File: src/rtl/hazard_ctrl_unit.sv
// hazard_ctrl_unit: pipeline stall/flush/redirect control with saturating per-cause stall counters
module hazard_ctrl_unit #(
    parameter int NUM_STAGES  = 5,
    parameter int NUM_MC      = 1,
    parameter int REDIR_STAGE = 2,
    parameter int XLEN        = 32,
    parameter int CNT_W       = 32
) (
    input  logic                  clk,
    input  logic                  rst,
    input  logic                  inst_resp,
    input  logic                  dmem_req,
    input  logic                  dmem_resp,
    input  logic [NUM_MC-1:0]     mc_start,
    input  logic [NUM_MC-1:0]     mc_resp,
    input  logic                  redirect,
    input  logic [XLEN-1:0]       redirect_target,
    input  logic                  ex_is_load,
    input  logic [4:0]            ex_rd,
    input  logic [4:0]            id_rs1,
    input  logic [4:0]            id_rs2,
    input  logic                  id_use_rs1,
    input  logic                  id_use_rs2,
    input  logic                  perf_clear,
    output logic                  load_pc,
    output logic                  pc_sel,
    output logic [XLEN-1:0]       redirect_pc,
    output logic [NUM_STAGES-2:0] load_reg,
    output logic [NUM_STAGES-2:0] flush_reg,
    output logic [CNT_W-1:0]      perf_backend,
    output logic [CNT_W-1:0]      perf_redirect,
    output logic [CNT_W-1:0]      perf_loaduse,
    output logic [CNT_W-1:0]      perf_imiss
);
    localparam int NR = NUM_STAGES - 1;
    localparam logic [NR-1:0] REDIR_MASK = NR'((1 << REDIR_STAGE) - 1);

    typedef enum logic {RUN, DRAIN} state_t;

    state_t          state, state_d;
    logic [XLEN-1:0] tgt_q, tgt_d;
    logic [3:0]      inc;
    logic [CNT_W-1:0] cnt [4];
    logic            backend_stall, loaduse;

    assign backend_stall = (dmem_req & ~dmem_resp) | |(mc_start & ~mc_resp);
    assign loaduse = ex_is_load & (ex_rd != 5'd0) &
                     ((id_use_rs1 & (id_rs1 == ex_rd)) | (id_use_rs2 & (id_rs2 == ex_rd)));
    assign redirect_pc   = (state == DRAIN) ? tgt_q : redirect_target;
    assign perf_backend  = cnt[0];
    assign perf_redirect = cnt[1];
    assign perf_loaduse  = cnt[2];
    assign perf_imiss    = cnt[3];

    // Redirect FSM state and the branch target held while a stale fetch drains
    always_ff @(posedge clk or posedge rst) begin
        if (rst) begin
            state <= RUN;
            tgt_q <= '0;
        end else begin
            state <= state_d;
            tgt_q <= tgt_d;
        end
    end

    // Strict-priority cause selection: backend > redirect/drain > load-use > imiss
    always_comb begin
        state_d   = state;
        tgt_d     = tgt_q;
        inc       = '0;
        load_pc   = 1'b1;
        pc_sel    = 1'b0;
        load_reg  = '1;
        flush_reg = '0;
        if (backend_stall) begin
            load_reg = '0;
            load_pc  = (state == DRAIN) & inst_resp;
            pc_sel   = state == DRAIN;
            state_d  = (state == DRAIN && inst_resp) ? RUN : state;
            inc[0]   = 1'b1;
        end else if (state == DRAIN) begin
            flush_reg[0] = 1'b1;
            load_pc      = inst_resp;
            pc_sel       = 1'b1;
            state_d      = inst_resp ? RUN : DRAIN;
            tgt_d        = redirect ? redirect_target : tgt_q;
            inc[1]       = 1'b1;
        end else if (redirect) begin
            flush_reg = REDIR_MASK;
            load_pc   = inst_resp;
            pc_sel    = inst_resp;
            state_d   = inst_resp ? RUN : DRAIN;
            tgt_d     = inst_resp ? tgt_q : redirect_target;
            inc[1]    = 1'b1;
        end else if (loaduse) begin
            load_pc      = 1'b0;
            load_reg[0]  = 1'b0;
            flush_reg[1] = 1'b1;
            inc[2]       = 1'b1;
        end else if (!inst_resp) begin
            load_pc      = 1'b0;
            flush_reg[0] = 1'b1;
            inc[3]       = 1'b1;
        end
        if (rst) begin
            load_pc   = 1'b0;
            pc_sel    = 1'b0;
            load_reg  = '0;
            flush_reg = '1;
        end
    end

    // Saturating stall counters; clear beats a same-cycle increment
    always_ff @(posedge clk or posedge rst) begin
        if (rst) begin
            for (int i = 0; i < 4; i++) cnt[i] <= '0;
        end else begin
            for (int i = 0; i < 4; i++)
                if (perf_clear) cnt[i] <= '0;
                else if (inc[i] && cnt[i] != '1) cnt[i] <= cnt[i] + CNT_W'(1);
        end
    end
endmodule

File: config.mk
export PLATFORM = sky130hd
export DESIGN_NAME = hazard_ctrl_unit
export DESIGN_NICKNAME = d
export VERILOG_FILES = /design/src/rtl/hazard_ctrl_unit.sv
export SDC_FILE = /design/constraint.sdc
export NUM_CORES = 1
export LEC_CHECK = 0
export ABC_AREA = 1
export CAP_MARGIN = 40
export CORE_MARGIN = 4
export CORE_UTILIZATION = 30
export CTS_CLUSTER_DIAMETER = 200
export DETAILED_ROUTE_END_ITERATION = 8
export GPL_ROUTABILITY_DRIVEN = 0
export REMOVE_ABC_BUFFERS = 1
export SKIP_LAST_GASP = 1
export SLEW_MARGIN = 0
export SYNTH_ARGS = -nofsm -noshare
export SYNTH_HDL_FRONTEND = slang
export SYNTH_SLANG_ARGS = --single-unit
File: constraint.sdc
create_clock -name clk -period 8.1 [get_ports clk]
set_input_delay 1.62 -clock clk [delete_from_list [all_inputs] [get_ports clk]]
set_output_delay 1.62 -clock clk [all_outputs]
set_load 0.01 [all_outputs]
==> results.txt, run 1 <==
The flow ran to the end, and the final reports show no timing, DRC or antenna violations. The post-detailed-routing wire length is 35300 um. The share of cells above drive strength 1 is 5.08%. Setup violations remaining at the end of the flow were counted as 0. The global-route wire length before repair came out at 56700 um. In this run the worst hold path is classified as reg -> reg.

The peak per-stage delay on the critical path is 0.60 ns. The number of CTS-inserted buffers came out at 17. The clock-pin slew on the worst setup and hold paths is 0.06 ns. The final critical path takes up 70.7% of the cycle. Dividing the detail-routed via count by the number of cells gives 4.86. STA classifies the critical path endpoint as an output pin.

The number of max-slew violations in the final report was 0. With fillers left out, the area of the finished cells amounts to 14100 sq um. After filler insertion, the fill cell instance count of the layout stands at 3766.

The worst setup margin is 2.37 ns. The area of the core came out at 35600 sq um. Setup repair after global routing left no endpoint under its margin. The master of the slowest instance on the critical path is clkdlybuf4s50_1. The unique cell type count in the Yosys netlist is 40. The number of port buffers came out at 228.

The detailed-route via count is 11200. Leaving out fill and tap cells, the most frequent cells in the layout are nand2_1, nor2_1, clkdlybuf4s50_1. The die width is 198 um. The family with the most delay on the worst path is buffers and inverters. For this design the static power due to leakage is 5.91 nW. The highest attainable clock frequency came out at 175 MHz. The count of hold-fix buffers inserted at cts is 0. The overall fraction of global-route tracks in use is 17.8%. The count of max-cap constraint violations came out at 0. The routed wirelength normalized by instance count came out at 15.3 um. The cell count after placement came out at 2278. The post-route minimum period is 5.73 ns. From bottom edge to top edge, the die measures 198 um. The maximum number of pins on one net before global-route repair is 79. The signal on the critical path passes through clkdlybuf4s50_1, inv_1, nand2_1, nand2_1, nor2_1, nand3_1, nand2_1, nand2_1, o21ai_0, inv_1, clkdlybuf4s50_1.

Leaving out fill and tap cells, the most frequent cell in the layout is nand2_1. The HPWL after detailed placement is 26600 um. 0 antenna diodes ended up in the layout.

The post-route core utilization came out at 39.6%. The initial DRC count came out at 676. For this configuration, the core starts out at a cell density of 30.4%. The biggest fanout along the worst timing path came out at 4.

Once detail routing completed, the nets flagged for antenna violations numbered 0. The max-slew headroom at the worst pin is 41.7%. After synthesis the cells add up to 10800 sq um.

The peak ir drop on the vdd network came out at 0.143 mV. The Yosys step of the flow raised 0 warnings. The post-CTS setup buffer count came out at 0. The maximum clock insertion buffer count is 2. The total area of sequential cells is 4030 sq um. The worst setup path is launched from an input port. By startpoint and endpoint, the worst setup path is classified as in -> out. The post-CTS resize count came out at 0. TritonCTS built the clock tree.

Of the synthesized area, sequential elements account for 37.2%. The top-level I/O count is 229. The root buffer cell chosen for the clock tree is clkbuf_16. The most numerous cell type found on the critical path is nand2_1.

The final worst hold slack came out at 0.521 ns. After detailed routing, the number of remaining DRC violations is 0. At the placement stage, the worst setup path has a slack of 2.30 ns.

The worst endpoint data arrival time is 4.11 ns. The buffering stage count on the worst path with inverters included is 4. The number of sinks driven by the clock tree is 161. The slew at the pin closest to its max-slew limit is 0.873 ns. Global routing used 3.49% of the available met3 tracks. The total power after layout came out at 2.00 mW.

The area added between synthesis and finish came out at 30.2%. The number of antenna violations at the first check in global routing is 2. The layer with the highest usage is met2. The clock insertion delay at the later pin of the skew report came out at 0.44 ns. The met2 track demand over resource in global routing is 30.9%.

The via count of the first global-routing pass is 10700. The number of hold violations in the final report was 0. The flop and latch count out of synthesis is 161. Global routing consumed, on the met1 layer, 22.5% of the routing resources.

The number of levels in the clock H-tree is 4. A synthesized cell averages 6.60 sq um. Clock skew on the completed layout was measured at 0.0119 ns. In the final timing run, aggregate negative setup slack is 0 ns. Synthesis produced a netlist whose cell count is 1639.

The standard-cell row count is 69. The total placed instance area is 13500 sq um. For this run, the post-layout net count is 1899.

The multi-input combinational cells in the finished layout cover a total of 5790 sq um. The total iterations of the first detailed-routing run came out at 6. The total global routing overflow came out at 0. Data on the critical path is required at its endpoint by 6.48 ns. The floorplan step defined a die boundary enclosing 39200 sq um. Leaving out filler cells and counting taps, the final layout contains 2310.

The power per cell area is 142 nW/um^2.
power by group:
part	switching (mW)	leakage (nW)	internal, mW
Sequential	0.0199	2.17	0.840
Clock	0.358	0.295	0.511
Combinational	0.156	3.44	0.111
cell usage after synthesis:
master / n / area, sq um
nand2_1: 529 / 1990
nor2_1: 257 / 965
dfrtp_1: 161 / 4030
inv_1: 160 / 601
nand3_1: 132 / 661
o21ai_0: 65 / 325
nor3_1: 49 / 245
xor2_1: 38 / 333
nand4_1: 35 / 219
o21ai_1: 32 / 160
clkbuf_1: 24 / 90.1
a21oi_1: 23 / 115
xnor2_1: 18 / 158
nand2_2: 13 / 81.3
a21o_1: 11 / 82.6
buf_4: 11 / 82.6
buf_6: 10 / 113
nor3b_1: 10 / 75.1
buf_2: 9 / 45.0
nor2_2: 8 / 50.1
inv_2: 7 / 26.3
o21ai_2: 7 / 61.3
buf_1: 4 / 15.0
ha_1: 4 / 50.1
nand2_4: 3 / 33.8
nor3_2: 3 / 30.0
o31ai_1: 3 / 22.5
a21oi_2: 1 / 8.76
buf_12: 1 / 20.0
clkinv_4: 1 / 8.76
inv_4: 1 / 6.26
nand2_8: 1 / 20.0
nand3b_1: 1 / 7.51
nand4_2: 1 / 12.5
nand4_4: 1 / 21.3
nor2_4: 1 / 11.3
nor3_4: 1 / 16.3
nor4_1: 1 / 6.26
o2111ai_1: 1 / 8.76
o22ai_4: 1 / 20.0
cell type report:
cell class	instances	area share, %
multi-input cells	1250	41.1
inverters	169	4.61
repair buffers	237	17.2
flip-flops and latches	161	28.6
clock buffers	20	3.31
clock inverters	12	1.11
well taps	461	4.09
kinds of logic after synthesis:
| logic type | synth area share [%] |
|---|---|
| AND/OR/NAND/NOR | 41.0 |
| buffers and inverters | 9.31 |
| flip-flops | 37.2 |
| AO/OA/AOI/OAI | 7.43 |
| XOR/XNOR | 4.53 |
| adder cells (fa/ha/maj) | 0.462 |
flip-flops by register name (all words and copies together) (netlist names):
register       count
perf_imiss        32
tgt_q             32
perf_redirect     32
state              1
perf_loaduse      32
perf_backend      32
per-layer routing:
metal | vias to the layer above | wire length (um) | part of all wire (%)
met2 | 315 | 17500 | 50
met5 | - | 27 | 0.076
li1 | 5586 | - | -
met3 | 58 | 1700 | 4.8
met4 | 4 | 873 | 2.5
met1 | 5263 | 15200 | 43
path summary, 6_finish.rpt:
kind                       depth (start not counted)  slack (ns)               end           from
max                                               11        2.37       load_reg[0]       ex_rd[4]
min                                                2        0.52          tgt_q[5]       tgt_q[5]
max reg2reg                                       11        5.49    perf_imiss[14]  perf_imiss[0]
min reg2reg                                        2        0.52          tgt_q[5]       tgt_q[5]
max in group asynchronous                          4        5.53  perf_backend[21]            rst
min in group asynchronous                          2        1.61             state            rst
worst register-to-register path: stages, from the launching register on:
cell and delay [ns]:
dfrtp_1 0.50, ha_1 0.28, nand2_1 0.10, nor2_2 0.18
nand2_2 0.14, nor2_2 0.16, nand2_1 0.12, nand4_2 0.11
buf_4 0.35, nand2_4 0.32, nand2_1 0.16, nand2_1 0.07
Power figures use the tool's default switching activity.
==> run 2: changes to the inputs <==
- clock period: 8.1 -> 5.4 ns (I/O delays scaled with it)
==> run 2 against run 1 <==
  * Sequential power grew 50%
  * Combinational power grew 50%
  * Critical path depth is the same
  * Worst hold slack lost 0.0015 ns
  * Worst setup slack lost 1.4 ns
  * Cell area shrank 0.30%
  * Routed wire length shrank 0.23%
  * Count of clock-buffer cells in the layout is the same
  * Die area is the same
==> results.txt, run 2 (same netlist as run 1, synthesis figures left out) <==
The initial core utilization came out at 30.4% (unchanged). The area of the core came out at 35600 sq um (unchanged). The DRC violations left came out at 0 (unchanged). The reg2reg setup slack came out at 2.73 ns (-2.76 ns). The number of hold violations in the final report is 0 (unchanged).

The routed wirelength normalized by instance count came to 15.3 um (-0.18%). The slew at the pin closest to its max-slew limit is 0.892 ns (+0.0184 ns). The number of max-slew violations in the final report came out at 0 (unchanged). The required time at the endpoint of the critical path came out at 4.32 ns (-2.16 ns). The sort of element at the end of the critical path is an output pin. The maximum clock skew at final layout came to 0.00817 ns (-0.00375 ns).

The maximum clock insertion buffer count is 2 (unchanged). In this run the critical register-to-register path is captured at perf_imiss[12]. The final net count came out at 1899 (unchanged). Traced cell by cell, the critical path runs through clkdlybuf4s50_1, inv_1, nand2_1, nand2_1, nor2_1, nand3_1, nand2_1, nand2_1, o21ai_0, inv_1, clkdlybuf4s50_1. The total global routing overflow came to 0 (unchanged). In this run the critical register-to-register path is launched from perf_imiss[0]. The number of CTS-inserted buffers is 17 (unchanged).

The peak per-stage delay on the critical path came to 0.59 ns (about the same). For hold timing, the worst endpoint is tgt_q[5]. The peak ir drop on the vdd network came to 0.222 mV (+55%). The post-CTS resize count came to 0 (unchanged). The overall fraction of global-route tracks in use came out at 17.9% (+0.11 points). The number of levels in the clock H-tree came out at 4 (unchanged).

The proportion of power drawn by combinational gates came out at 13.2% (-0.2 points). The post-CTS setup buffer count was 0 (unchanged). The clock root buffer is clkbuf_16. The top-level I/O count was 229 (unchanged). The antenna diode count came out at 0 (unchanged).

The final worst hold slack came to 0.520 ns (-0.00151 ns). The run finished with clean final reports. The max-slew headroom at the worst pin came out at 40.5% (-1.2 points). STA classifies the critical path startpoint as an input port. The net load switching power is 783 uW (+47%). The number of port buffers came out at 228 (unchanged). The part of the total power dissipated in sequential elements came to 42.5% (-0.6 points). The clock insertion delay at the later pin of the skew report came out at 0.44 ns (about the same). The vertical die dimension is 198 um (unchanged).

The area added between synthesis and finish came out at 29.8%. The initial DRC count is 784 (+16%). The via density per instance is 4.84 (-0.39%). The master of the slowest instance on the critical path is clkdlybuf4s50_1.

Setup repair after global routing left no endpoint under its margin. The post-detailed-routing wire length came out at 35200 um (-0.23%). The global-route wire length before repair is 56800 um (+0.15%). The biggest fanout along the worst timing path was 4 (unchanged).

The setup-violating endpoint count in the final report was 0 (unchanged). The worst endpoint data arrival time is 3.39 ns (-0.72 ns). The most frequent standard cell in the layout excluding fill and tap cells is nand2_1. The top cell types in the final layout, fill and taps aside, are nand2_1, nor2_1, clkdlybuf4s50_1. The count of hold-fix buffers inserted at cts is 0 (unchanged).

The path type of the worst min-delay path is reg -> reg. The detailed-route via count is 11200 (-0.44%). The clock-pin slew on the worst setup and hold paths came out at 0.06 ns (about the same). The die width is 198 um (unchanged).

The worst hold path depth came out at 2 (unchanged). The total iterations of the first detailed-routing run came to 7 (+1). The start-to-end type of the worst setup path is in -> out. The start point of the worst min-delay path is tgt_q[5]. The share of cells above drive strength 1 is 4.92% (-0.16 points). The count of max-cap constraint violations was 0 (unchanged). The library cell appearing most often on the critical path is nand2_1. The cell leakage power came out at 5.90 nW (about the same). The number of sinks driven by the clock tree was 161 (unchanged). The final critical path takes up 82.8% of the cycle. The die footprint came out at 39200 sq um (unchanged). The switching share of power is 25.8% (-0.95 points). The post-route minimum period came out at 4.47 ns. The remaining number of nets flagged by the antenna check after routing was 0 (unchanged).

The share of power burned in the clock network is 44.3% (+0.8 points). The maximum number of pins on one net before global-route repair is 74 (-6.3%). The internal power consumption came out at 2.25 mW (+54%). The standard-cell row count came out at 69 (unchanged). The total half-perimeter wirelength after legalization and detailed placement came out at 26400 um (-0.55%). The CTS tree is built. The depth of the worst register-to-register path came out at 10 (-1). The power per cell area is 216 nW/um^2 (+52%). The via count of the first global-routing pass is 11000 (+2.3%). The total power after layout came out at 3.03 mW (+52%).

The highest attainable clock frequency is 224 MHz. The number of antenna violations at the first check in global routing was 1 (-1).
==> run 2: cell count changes in the layout (fill, tap and decap cells not counted), sizes merged <==
cell,delta
inv,-1
clkinv,+1
clkinvlp,-3
bufinv,+2
==> run 2: final cells by class <==
class,count,area [sq um]
fillers,3819,21500
multi-input cells,1250,5790
flip-flops and latches,161,4030
repair buffers,237,2370
inverters,169,649
well taps,461,577
clock buffers,20,447
clock inverters,11,186
==> run 2: metal layers <==
metal  track usage (%)  up-vias  share of wire, %  routed length, um
met3              3.32       67               4.0               1430
met5                 0        -             0.057                 20
met2              30.6      279                49              17400
met1              22.3     5246                43              15200
li1                  -     5583                 -                  -
met4              7.55        2               3.4               1210
==> run 2: worst max path at each step <==
stage | start | endpoint | slack [ns] | cells after the start
3_5_place_dp | ex_rd[4] | load_reg[0] | 0.95 | 11
3_3_place_gp | ex_rd[4] | load_reg[0] | 0.94 | 11
6_report | ex_rd[4] | load_reg[0] | 0.93 | 11
2_1_floorplan | rst | flush_reg[1] | -0.98 | 2
5_1_grt | ex_rd[4] | flush_reg[1] | 0.77 | 10
4_1_cts | ex_rd[4] | load_reg[0] | 0.93 | 11
==> run 2: power by group through the flow <==
stage / Combinational (mW) / Clock, mW / Sequential (mW)
finish: 0.400 / 1.34 / 1.29
global route: 0.445 / 1.43 / 1.29
CTS: 0.407 / 1.38 / 1.29
detailed placement: 0.405 / 0 / 1.31
global placement: 0.399 / 0 / 1.31
floorplan: 0.185 / 0 / 1.31
==> run 2: worst max-delay path, delay by kind of cell <==
kind,cells,cell delay (ns)
AO/OA/AOI/OAI,1,0.18
buffers and inverters,4,1.22
AND/OR/NAND/NOR,6,0.91
==> run 2: through the flow <==
step,cells,TNS (ns),setup WS (ns),utilization (%),area [sq um]
floorplan,1580,-15.01,-0.977,-,10500
global placement,2277,0,0.942,37.6,13400
detailed placement,2278,0,0.948,37.7,13400
CTS,2309,0,0.931,39.5,14000
global route,2309,0,0.772,39.5,14000
finish,2309,0,0.929,39.5,14000
